File: src/rtl/jtag_uart_arbiter.sv
// Shares one JTAG UART Avalon-MM slave port between a 24-bit TX word stream
// (sent as 3 bytes, MSB first) and a periodic RX poller.
module jtag_uart_arbiter #(
  parameter int TX_DEPTH      = 8,
  parameter int POLL_INTERVAL = 64
) (
  input  logic        clk_10MHz,
  input  logic        reset,
  input  logic        tx_valid,
  input  logic [23:0] tx_data,
  output logic        tx_ready,
  output logic        rx_valid,
  output logic [7:0]  rx_byte,
  output logic        busy,
  output logic        av_address,
  output logic        av_read_n,
  output logic        av_write_n,
  output logic [31:0] av_writedata,
  input  logic [31:0] av_readdata,
  input  logic        av_waitrequest
);

  localparam int AW = $clog2(TX_DEPTH);
  localparam int PW = $clog2(POLL_INTERVAL);
  localparam logic [AW:0]   FULL_COUNT = (AW + 1)'(TX_DEPTH);
  localparam logic [PW-1:0] POLL_LAST  = PW'(POLL_INTERVAL - 1);

  typedef enum logic [1:0] {IDLE, RD_DATA, RD_CTRL, WR_BYTE} state_t;

  state_t       state;
  logic [23:0]  fifo_mem [TX_DEPTH];
  logic [AW-1:0] wr_ptr;
  logic [AW-1:0] rd_ptr;
  logic [AW:0]  count;
  logic [PW-1:0] poll_cnt;
  logic         poll_wrap;
  logic         rx_req;
  logic         tx_blocked;
  logic         last_grant_tx;
  logic [15:0]  wspace_cache;
  logic [1:0]   byte_idx;
  logic         tx_work;
  logic         push;
  logic         pop;
  logic [23:0]  head_word;
  logic [7:0]   head_bytes [4];
  logic         unused_readdata;

  assign tx_ready  = (count != FULL_COUNT);
  assign tx_work   = (count != '0);
  assign busy      = (state != IDLE) || tx_work;
  assign poll_wrap = (poll_cnt == POLL_LAST);
  assign pop       = (state == WR_BYTE) && !av_waitrequest && (byte_idx == 2'd2);
  // A push into a full FIFO is still taken when the head pops on the same edge.
  assign push      = tx_valid && (tx_ready || pop);
  assign head_word = fifo_mem[rd_ptr];
  assign unused_readdata = ^av_readdata[14:8];

  genvar gi;
  for (gi = 0; gi < 3; gi++) begin : g_lane
    assign head_bytes[gi] = head_word[23 - 8*gi -: 8];
  end
  assign head_bytes[3] = 8'h00;

  always_ff @(posedge clk_10MHz) begin
    if (push) begin
      fifo_mem[wr_ptr] <= tx_data;
    end
  end

  always_ff @(posedge clk_10MHz) begin
    if (reset) begin
      wr_ptr <= '0;
      rd_ptr <= '0;
      count  <= '0;
    end else begin
      if (push) wr_ptr <= wr_ptr + 1'b1;
      if (pop)  rd_ptr <= rd_ptr + 1'b1;
      case ({push, pop})
        2'b10:   count <= count + 1'b1;
        2'b01:   count <= count - 1'b1;
        default: count <= count;
      endcase
    end
  end

  always_ff @(posedge clk_10MHz) begin
    if (reset) begin
      state         <= IDLE;
      av_read_n     <= 1'b1;
      av_write_n    <= 1'b1;
      av_address    <= 1'b0;
      av_writedata  <= '0;
      rx_valid      <= 1'b0;
      rx_byte       <= '0;
      rx_req        <= 1'b0;
      tx_blocked    <= 1'b0;
      last_grant_tx <= 1'b1;
      wspace_cache  <= '0;
      byte_idx      <= '0;
      poll_cnt      <= '0;
    end else begin
      rx_valid <= 1'b0;
      poll_cnt <= poll_wrap ? '0 : poll_cnt + 1'b1;
      if (poll_wrap) begin
        rx_req     <= 1'b1;
        tx_blocked <= 1'b0;
      end

      case (state)
        IDLE: begin
          if (rx_req && (last_grant_tx || !tx_work)) begin
            state         <= RD_DATA;
            av_read_n     <= 1'b0;
            av_address    <= 1'b0;
            last_grant_tx <= 1'b0;
          end else if (tx_work && !tx_blocked) begin
            last_grant_tx <= 1'b1;
            if (wspace_cache == '0) begin
              state      <= RD_CTRL;
              av_read_n  <= 1'b0;
              av_address <= 1'b1;
            end else begin
              state        <= WR_BYTE;
              av_write_n   <= 1'b0;
              av_address   <= 1'b0;
              av_writedata <= {24'b0, head_bytes[byte_idx]};
            end
          end
        end

        RD_DATA: begin
          if (!av_waitrequest) begin
            state     <= IDLE;
            av_read_n <= 1'b1;
            // Keep draining while the core reports more bytes waiting.
            rx_req    <= poll_wrap || (av_readdata[31:16] != '0);
            if (av_readdata[15]) begin
              rx_byte  <= av_readdata[7:0];
              rx_valid <= 1'b1;
            end
          end
        end

        RD_CTRL: begin
          if (!av_waitrequest) begin
            state        <= IDLE;
            av_read_n    <= 1'b1;
            wspace_cache <= av_readdata[31:16];
            if (av_readdata[31:16] == '0) tx_blocked <= 1'b1;
          end
        end

        WR_BYTE: begin
          if (!av_waitrequest) begin
            state      <= IDLE;
            av_write_n <= 1'b1;
            if (wspace_cache != '0) wspace_cache <= wspace_cache - 16'd1;
            byte_idx   <= (byte_idx == 2'd2) ? 2'd0 : byte_idx + 2'd1;
          end
        end

        default: state <= IDLE;
      endcase
    end
  end

endmodule
File: config.mk
export PLATFORM = sky130hd
export DESIGN_NAME = jtag_uart_arbiter
export DESIGN_NICKNAME = d
export VERILOG_FILES = /design/src/rtl/jtag_uart_arbiter.sv
export SDC_FILE = /design/constraint.sdc
export NUM_CORES = 1
export LEC_CHECK = 0
export ABC_AREA = 1
export CORE_UTILIZATION = 57
export CTS_BUF_LIST = sky130_fd_sc_hd__clkbuf_16
export DETAILED_ROUTE_END_ITERATION = 8
export HOLD_SLACK_MARGIN = 0.1
export PLACE_DENSITY = 0.9
export SLEW_MARGIN = 20
export SYNTH_ARGS = -nofsm -noshare
export SYNTH_HDL_FRONTEND = slang
export SYNTH_SLANG_ARGS = --single-unit
File: constraint.sdc
create_clock -name clk_10MHz -period 4 [get_ports clk_10MHz]
set_clock_uncertainty 0.1 [all_clocks]
set_input_delay 0.8 -clock clk_10MHz [delete_from_list [all_inputs] [get_ports clk_10MHz]]
set_output_delay 0.8 -clock clk_10MHz [all_outputs]
set_load 0.01 [all_outputs]
==> results.cfg, run 1 <==
[timing]
fin_crit_sh = 0.723
maxSlewHeadroom = 0.244
rsz0062_at_grt = false
setup-violations-final = 0
finalMaxSlewViolations = 0
tightest_slew_ns = 1.13
max_clock_freq_mhz = 346
final.setup.tns_ns = 0
hold_viol = 0
fin_crit_ns = 2.89

[yosys]
avgSynthCellArea_sq_um = 9.52
yosysSeqAreaShare = 0.627
synth.distinct_cells = 35
postSynthCellCount = 1174
yosysWarnings = 0
ys_seq_elements = 254
syn_area_sq_um = 11200

[grt]
global_route.usage.met1 = 0.311
grt_pass1_vias = 8468
busiest_layer = met2
grt_max_degree = 97
grt_use_met3 = 0.0448
grt_pass1_wl_mm = 41.1
antenna_found_initial = 0
grt-ovfl-total = 0
grtUsageTotal = 0.260
use_met2 = 0.467

[finish]
nNetsFinal = 1320
drive_above_1_share = 0.0717
final_cell_mix = 279 x nand2_1, 192 x edfxtp_1, 182 x nor2_1
syn2layout_area_growth_pct = 15.6
finalNonFillerCells = 1530
num_antenna_cells = 0
layout_commonest_cell = nand2_1

[floorplan]
die_x_microns = 142
placementRows = 50
core_area_sq_um = 19000
dieArea_sq_um = 20200
die_h_microns = 142
ios = 106
initial_core_util = 0.589

[clocking]
numCtsBuffers = 26
cts_buffer_depth = 3
clkLatencyLatePin_ns = 0.54
cts_sinks = 254
clkSlewWorstSetupHoldPaths_ns = 0.06
htreeDepth = 1
cts_setup_buffers = 0
cts_root_buf = clkbuf_16
hold_buffers = 0
cts_tree = done
cts_resized = 0

[min_path]
min_path_type = reg -> reg
holdPathEnd = rx_byte[5]
hp-start = rx_byte[5]
hold_depth = 2

[placed_design]
place.gp.congestion = 0.897
io_buffers = 74
dp_hpwl_mm = 15.6
dp_cells = 1482

[critical_path]
end_kind = output port
cp_max_fo = 7
r2r-end = fifo_mem[0][23]
critical_path_class = reg -> out
r2r_start = state[0]
r2r_cells = 9
r2r_slack_ns = 1.51
start_kind = register
critical_path_required_ns = 3.10
crit_arrival_ns = 1.99

[detailed_routing]
vias = 8538
wl_per_cell_microns = 16.8
ant_nets = 0
wirelength_mm = 25.7
dr.first_iter.drc_count = 1005
dr.pass1.iters = 5
viasPerCell = 5.58
drc = 0

[flow_run]
cap_violations = 0

[power_and_ir_drop]
total_power_uw = 6720
ir_drop_mv = 0.370
powerDensity_nw_per_um2 = 520
p_leak_uw = 0.00510

[run_status]
status = completed
[kinds of logic after synthesis]
| logic type | count (synthesis) | synth area share |
|---|---|---|
| and+or+nand+nor | 604 | 0.225 |
| buffers and inverters | 159 | 0.0674 |
| adders and majority gates | 10 | 0.0112 |
| DFF | 254 | 0.627 |
| AOI/OAI and AO/OA | 142 | 0.0663 |
| xor gates and xnor gates | 4 | 0.00314 |
| other | 1 | 0.000336 |
[metal layers]
metal | vias to the layer above | share of wire
met5 | - | 0
met4 | 0 | 0.028
met3 | 70 | 0.095
met2 | 486 | 0.51
met1 | 3962 | 0.37
li1 | 4020 | -
[area by class of cell]
type,count,area [sq um]
clock buffers,27,676
fillers,1314,6030
multi-input cells,784,3520
well taps,260,325
flip-flops and latches,254,7010
clock inverters,21,144
inverters,86,327
repair buffers,98,921
[synth_stat cells]
library cell,number,area [sq um]
nand2_1,279,1050
edfxtp_1,192,5770
nor2_1,190,713
nand3_1,112,561
o21ai_0,89,445
inv_1,78,293
dfxtp_1,62,1240
a21oi_1,33,165
buf_4,27,203
clkbuf_1,19,71.3
buf_2,17,85.1
ha_1,10,125
o21ai_1,9,45.0
buf_1,6,22.5
inv_2,6,22.5
nand4_1,6,37.5
o211ai_1,6,45.0
buf_6,4,45.0
xor2_1,4,35.0
nand2_2,3,18.8
nor2_4,3,33.8
nand2_4,2,22.5
nor2_2,2,12.5
nor3b_1,2,15.0
o21bai_1,2,15.0
or2_2,2,12.5
a21boi_1,1,7.51
clkinv_2,1,5.00
conb_1,1,3.75
inv_4,1,6.26
nand4_4,1,21.3
nor3_1,1,5.00
o21ai_2,1,8.76
o32ai_1,1,8.76
or2_4,1,8.76
[state kept, by name (all words and copies together), names as in the netlist, named ones only]
signal         cells
byte_idx           2
poll_cnt           6
tx_blocked         1
av_address         1
wspace_cache      16
rx_req             1
rd_ptr             3
last_grant_tx      1
fifo_mem         192
rx_byte            8
rx_valid           1
av_writedata       8
wr_ptr             3
av_write_n         1
count              4
state              2
av_read_n          1
[worst max-delay path: stages (launching register included)]
cell	delay [ns]
dfxtp_1	0.40
inv_1	0.10
ha_1	0.31
nand2_1	0.12
clkdlybuf4s50_1	0.53
[metrics by stage]
| step | utilization | setup slack [ns] | area (sq um) | hold slack, ns |
|---|---|---|---|---|
| after floorplan | - | 1.02 | 11300 | 0.318 |
| after global placement | 0.638 | 0.973 | 12100 | 0.327 |
| after detailed placement | 0.638 | 0.939 | 12100 | 0.336 |
| after CTS | 0.682 | 1.09 | 12900 | 0.345 |
| after global routing | 0.682 | 1.03 | 12900 | 0.363 |
| final | 0.682 | 1.11 | 12900 | 0.342 |
[how the worst max path moves through the flow]
stage	from	to	slack (ns)	cells past startpoint
floorplan	av_waitrequest	fifo_mem[0][0]	1.02	6
global placement	av_waitrequest	fifo_mem[0][20]	0.97	8
detailed placement	av_waitrequest	fifo_mem[0][3]	0.94	8
CTS	state[0]	busy	1.09	4
global route	state[0]	busy	1.03	4
finish	state[0]	busy	1.11	4
[power breakdown]
part / switching, uW / internal [uW] / total (uW)
Combinational: 830 / 487 / 1320
Sequential: 109 / 3010 / 3120
Clock: 992 / 1290 / 2280
Total: 1930 / 4790 / 6720
No activity file was read; power rests on OpenSTA's default activity.
==> run 2: changes to the inputs <==
==> constraint.sdc (replaced) <==
create_clock -name clk_10MHz -period 2.7 [get_ports clk_10MHz]
set_clock_uncertainty 0.1 [all_clocks]
set_input_delay 0.54 -clock clk_10MHz [delete_from_list [all_inputs] [get_ports clk_10MHz]]
set_output_delay 0.54 -clock clk_10MHz [all_outputs]
set_load 0.01 [all_outputs]
==> results.cfg, run 2 (synthesis results as in run 1) <==
[run_status]
status = completed

[critical_path]
crit_family = buffers and inverters
r2r_start = state[0]
r2r_slack_ns = 0.34
critical_path_required_ns = 2.06
r2r_cells = 10
start_kind = register
worst_path_largest_cell_delay_ns = 0.53
crit_cells = 4
critPathBufInv = 2
critPathLaunch = state[0]
critical_path_class = reg -> out
cp_max_fo = 7
path_cells = inv_1 > ha_2 > nand2_1 > clkdlybuf4s50_1
cp-endpoint = busy
end_kind = output port
slowest_stage = clkdlybuf4s50_1
r2r-end = fifo_mem[5][14]
crit_arrival_ns = 1.90

[clocking]
cts_tree = done
numCtsBuffers = 26
htreeDepth = 1
cts_sinks = 254
cts_root_buf = clkbuf_16
hold_buffers = 0
clkSlewWorstSetupHoldPaths_ns = 0.06
clkLatencyLatePin_ns = 0.56
cts_buffer_depth = 3

[detailed_routing]
dr.pass1.iters = 6
ant_nets = 0
viasPerCell = 5.68
dr.first_iter.drc_count = 898
drc = 0
wirelength_mm = 26.8
vias = 8741
wl_per_cell_microns = 17.4

[grt]
grt_max_degree = 97
grt_pass1_vias = 8417
grt_pass1_wl_mm = 42.0
antenna_found_initial = 0
grtUsageTotal = 0.269
grt-ovfl-total = 0

[finish]
final_cell_mix = 279 x nand2_1, 192 x edfxtp_1, 182 x nor2_1
multiInputGateArea_sq_um = 3520
regMostFlops = fifo_mem
seq_area_sq_um = 7010
reg_top3 = fifo_mem: 192 flops, wspace_cache: 16 flops
syn2layout_area_growth_pct = 17.6
n_fill_cell = 1280
post-route-util = 0.693
fin_area_sq_um = 13100
layout_commonest_cell = nand2_1
drive_above_1_share = 0.0805
num_antenna_cells = 0
nNetsFinal = 1331
largest_reg_flops = 192

[timing]
fin_crit_ns = 2.54
tightest_slew_ns = 0.722
setup-violations-final = 0
hold_viol = 0
finalMaxSlewViolations = 0
max_clock_freq_mhz = 393
fin_hold_ws_ns = 0.340
rsz0062_at_grt = false
maxSlewHeadroom = 0.518
fin_crit_sh = 0.943

[floorplan]
core_area_sq_um = 19000
dieArea_sq_um = 20200
placementRows = 50
ios = 106
die_h_microns = 142
initial_core_util = 0.589
die_x_microns = 142

[placed_design]
placed_cell_area_sq_um = 12300
io_buffers = 74
place.gp.congestion = 0.912
dp_hpwl_mm = 16.4

[power_and_ir_drop]
ir_drop_mv = 0.737
total_power_uw = 10100
powerDensity_nw_per_um2 = 771
p_leak_uw = 0.00519

[min_path]
min_path_type = reg -> reg

[flow_run]
cap_violations = 0
run 2: changes by cell type in the layout (fill, tap and decap cells not counted):
cell        delta
bufinv_16      +2
clkinvlp_4     -1
clkinv_2       -1
clkbuf_16      -1
buf_4          +2
inv_1          -2
ha_2           +1
clkinvlp_2     +1
ha_1           -1
buf_12         +9
run 2: stage by stage:
step	instances	setup TNS (ns)	setup slack (ns)
2_1_floorplan	1197	-17.20	-0.179
6_report	1539	0	0.155
3_3_place_gp	1493	0	0.106
4_1_cts	1539	0	0.0790
5_1_grt	1539	0	0.0801
3_5_place_dp	1493	0	0.0416
run 2: what timing repair did:
item / 4_1_cts / 5_1_grt
resized for setup: 0 / 1
setup buffers: 0 / 0
setup endpoints to repair: 0 / 1
run 2: power breakdown:
group	switching [uW]	internal, uW	total, uW
Combinational	1240	747	1990
Sequential	170	4460	4630
Clock	1470	2040	3510
Total	2880	7240	10100
run 2: how the worst min path moves through the flow:
stage,start,end,slack [ns],cells past startpoint
after floorplan,poll_cnt[0],poll_cnt[0],0.32,1
after detailed placement,rx_byte[5],rx_byte[5],0.33,2
after CTS,rx_byte[5],rx_byte[5],0.34,2
final,rx_byte[5],rx_byte[5],0.34,2
after global placement,poll_cnt[0],poll_cnt[0],0.33,1
after global routing,rx_byte[1],rx_byte[1],0.36,2
run 2: layout make-up:
type,count,share of cell area
clock inverter,20,0.0144
multi-input combinational,784,0.268
clock buffer,26,0.0495
timing repair buffer,109,0.0849
tap,260,0.0248
sequential,254,0.533
inverter,86,0.0249
run 2: worst reg2reg max path, stage by stage, from the launching register on:
cell,delay (ns)
dfxtp_1,0.35
ha_1,0.23
inv_2,0.24
nor2_4,0.07
nand2_4,0.08
clkinv_2,0.08
o21ai_2,0.33
nor2_1,0.10
inv_1,0.21
nor2_2,0.10
buf_4,0.20
run 2: per-layer routing:
layer | vias up | GRT usage | wire length, microns | share of wire
met3 | 80 | 0.0501 | 2720 | 0.10
li1 | 4032 | - | - | -
met4 | 0 | 0.122 | 1050 | 0.039
met1 | 4072 | 0.322 | 9630 | 0.36
met2 | 557 | 0.473 | 13400 | 0.50
met5 | - | 0 | 0 | 0
==> run 3: changes to the inputs <==
--- a/config.mk
+++ b/config.mk
@@ -6,6 +6,7 @@
 export NUM_CORES = 1
 export LEC_CHECK = 0
 export ABC_AREA = 1
+export CORE_MARGIN = 2
 export CORE_UTILIZATION = 57
 export CTS_BUF_LIST = sky130_fd_sc_hd__clkbuf_16
 export DETAILED_ROUTE_END_ITERATION = 8
==> constraint.sdc (replaced) <==
create_clock -name clk_10MHz -period 2.81 [get_ports clk_10MHz]
set_clock_uncertainty 0.1 [all_clocks]
set_input_delay 0.562 -clock clk_10MHz [delete_from_list [all_inputs] [get_ports clk_10MHz]]
set_output_delay 0.562 -clock clk_10MHz [all_outputs]
set_load 0.01 [all_outputs]
==> results.cfg, run 3 (synthesis results as in run 1) <==
[floorplan]
placementRows = 51
ios = 106
die_h_microns = 144
core_area_sq_um = 19300
initial_core_util = 0.578
die_x_microns = 144
dieArea_sq_um = 20700

[detailed_routing]
ant_nets = 0
wirelength_mm = 26.2
dr.pass1.iters = 5
dr.first_iter.drc_count = 816
vias = 8594
drc = 0
wl_per_cell_microns = 17.0
viasPerCell = 5.58

[power_and_ir_drop]
p_sw_frac = 0.290
p_int_uw = 6780
p_leak_uw = 0.00513
power.net_switching_uw = 2770
ir_drop_mv = 0.750
total_power_uw = 9550
powerDensity_nw_per_um2 = 733
p_clk_frac = 0.338
seqPwrFrac = 0.465
p_comb_frac = 0.197

[grt]
antenna_found_initial = 0
grt_pass1_wl_mm = 41.2
grt_max_degree = 97
grt_pass1_vias = 8342
grtUsageTotal = 0.255
grt-ovfl-total = 0

[timing]
hold_viol = 0
finalMaxSlewViolations = 0
tightest_slew_ns = 1.18
fin_crit_ns = 2.61
fin_crit_sh = 0.930
maxSlewHeadroom = 0.213
setup-violations-final = 0
rsz0062_at_grt = false
max_clock_freq_mhz = 383

[critical_path]
slowest_stage = clkdlybuf4s50_1
worst_path_largest_cell_delay_ns = 0.53
r2r-end = fifo_mem[4][7]
cp_max_fo = 7
critPathBufInv = 2
critical_path_required_ns = 2.15
r2r_start = state[1]
critical_path_class = reg -> out
crit_arrival_ns = 1.95
start_kind = register
end_kind = output port
path_cells = inv_1 > ha_1 > nand2_1 > clkdlybuf4s50_1
r2r_slack_ns = 0.47
crit_family = buffers and inverters
r2r_cells = 9

[finish]
largest_reg_flops = 192
syn2layout_area_growth_pct = 16.5
post-route-util = 0.673
nNetsFinal = 1326
drive_above_1_share = 0.0815
regMostFlops = fifo_mem
reg_top3 = fifo_mem: 192 flops, wspace_cache: 16 flops
final_cell_mix = 279 x nand2_1, 192 x edfxtp_1, 182 x nor2_1
layout_commonest_cell = nand2_1
num_antenna_cells = 0

[clocking]
hold_buffers = 0
cts_setup_buffers = 0
clkSlewWorstSetupHoldPaths_ns = 0.06
cts_tree = done
numCtsBuffers = 26
cts_resized = 0
cts_sinks = 254
htreeDepth = 1
cts_root_buf = clkbuf_16
clkLatencyLatePin_ns = 0.55
cts_buffer_depth = 3

[min_path]
hold_depth = 2
hp-start = rx_byte[5]
min_path_type = reg -> reg
holdPathEnd = rx_byte[5]

[placed_design]
dp_hpwl_mm = 15.8
io_buffers = 74
place.gp.congestion = 0.874

[flow_run]
cap_violations = 0

[run_status]
status = completed
==> run 3: cell count changes in the layout (fill, tap and decap cells not counted), sizes merged <==
cell,previous run,this run
clkinv,8,15
buf,35,30
clkinvlp,1,2
inv,94,90
bufinv,3,1
==> run 3: power groups by stage <==
| stage | combinational, uW | clock [uW] | sequential [uW] |
|---|---|---|---|
| finish | 1880 | 3230 | 4440 |
| global route | 2090 | 3400 | 4470 |
| CTS | 1870 | 3250 | 4440 |
| detailed placement | 1840 | 0 | 4510 |
| global placement | 1780 | 0 | 4500 |
| floorplan | 1230 | 0 | 4520 |
==> run 3: worst max-delay path by stage <==
stage,start,to,slack [ns],cells after the start
2_1_floorplan,state[0],fifo_mem[0][0],-0.07,8
3_3_place_gp,av_waitrequest,fifo_mem[6][17],0.15,8
3_5_place_dp,av_waitrequest,fifo_mem[4][8],0.11,8
4_1_cts,state[0],busy,0.17,4
5_1_grt,state[0],busy,0.09,4
6_report,state[1],busy,0.20,4
==> run 3: cell type report <==
type / instances / area (sq um)
Multi-Input combinational cell: 784 / 3520
Timing Repair Buffer: 104 / 1030
Tap cell: 265 / 332
Fill cell: 1319 / 6310
Clock buffer: 26 / 651
Inverter: 86 / 327
Sequential cell: 254 / 7010
Clock inverter: 22 / 155
==> run 3: worst min-delay path, cell delays in order, from the launching register on <==
cell and delay, ns:
dfxtp_1 0.31, inv_1 0.05, a21oi_1 0.05
==> run 3: metrics by stage <==
stage               cells  TNS (ns)  hold slack, ns  setup slack [ns]  cell area [sq um]
finish               1541         0           0.342             0.196              13000
global route         1541         0           0.374            0.0941              13000
CTS                  1541         0           0.344             0.166              13000
detailed placement   1493         0           0.335             0.110              12200
global placement     1493         0           0.328             0.154              12200
floorplan            1197     -6.64           0.318           -0.0692              11300
==> run 3: layer usage <==
layer,vias to the layer above,track usage,share of wire
met5,-,0,0
met4,0,0.0913,0.030
met1,3994,0.306,0.37
li1,4030,-,-
met3,85,0.0387,0.093
met2,485,0.466,0.51
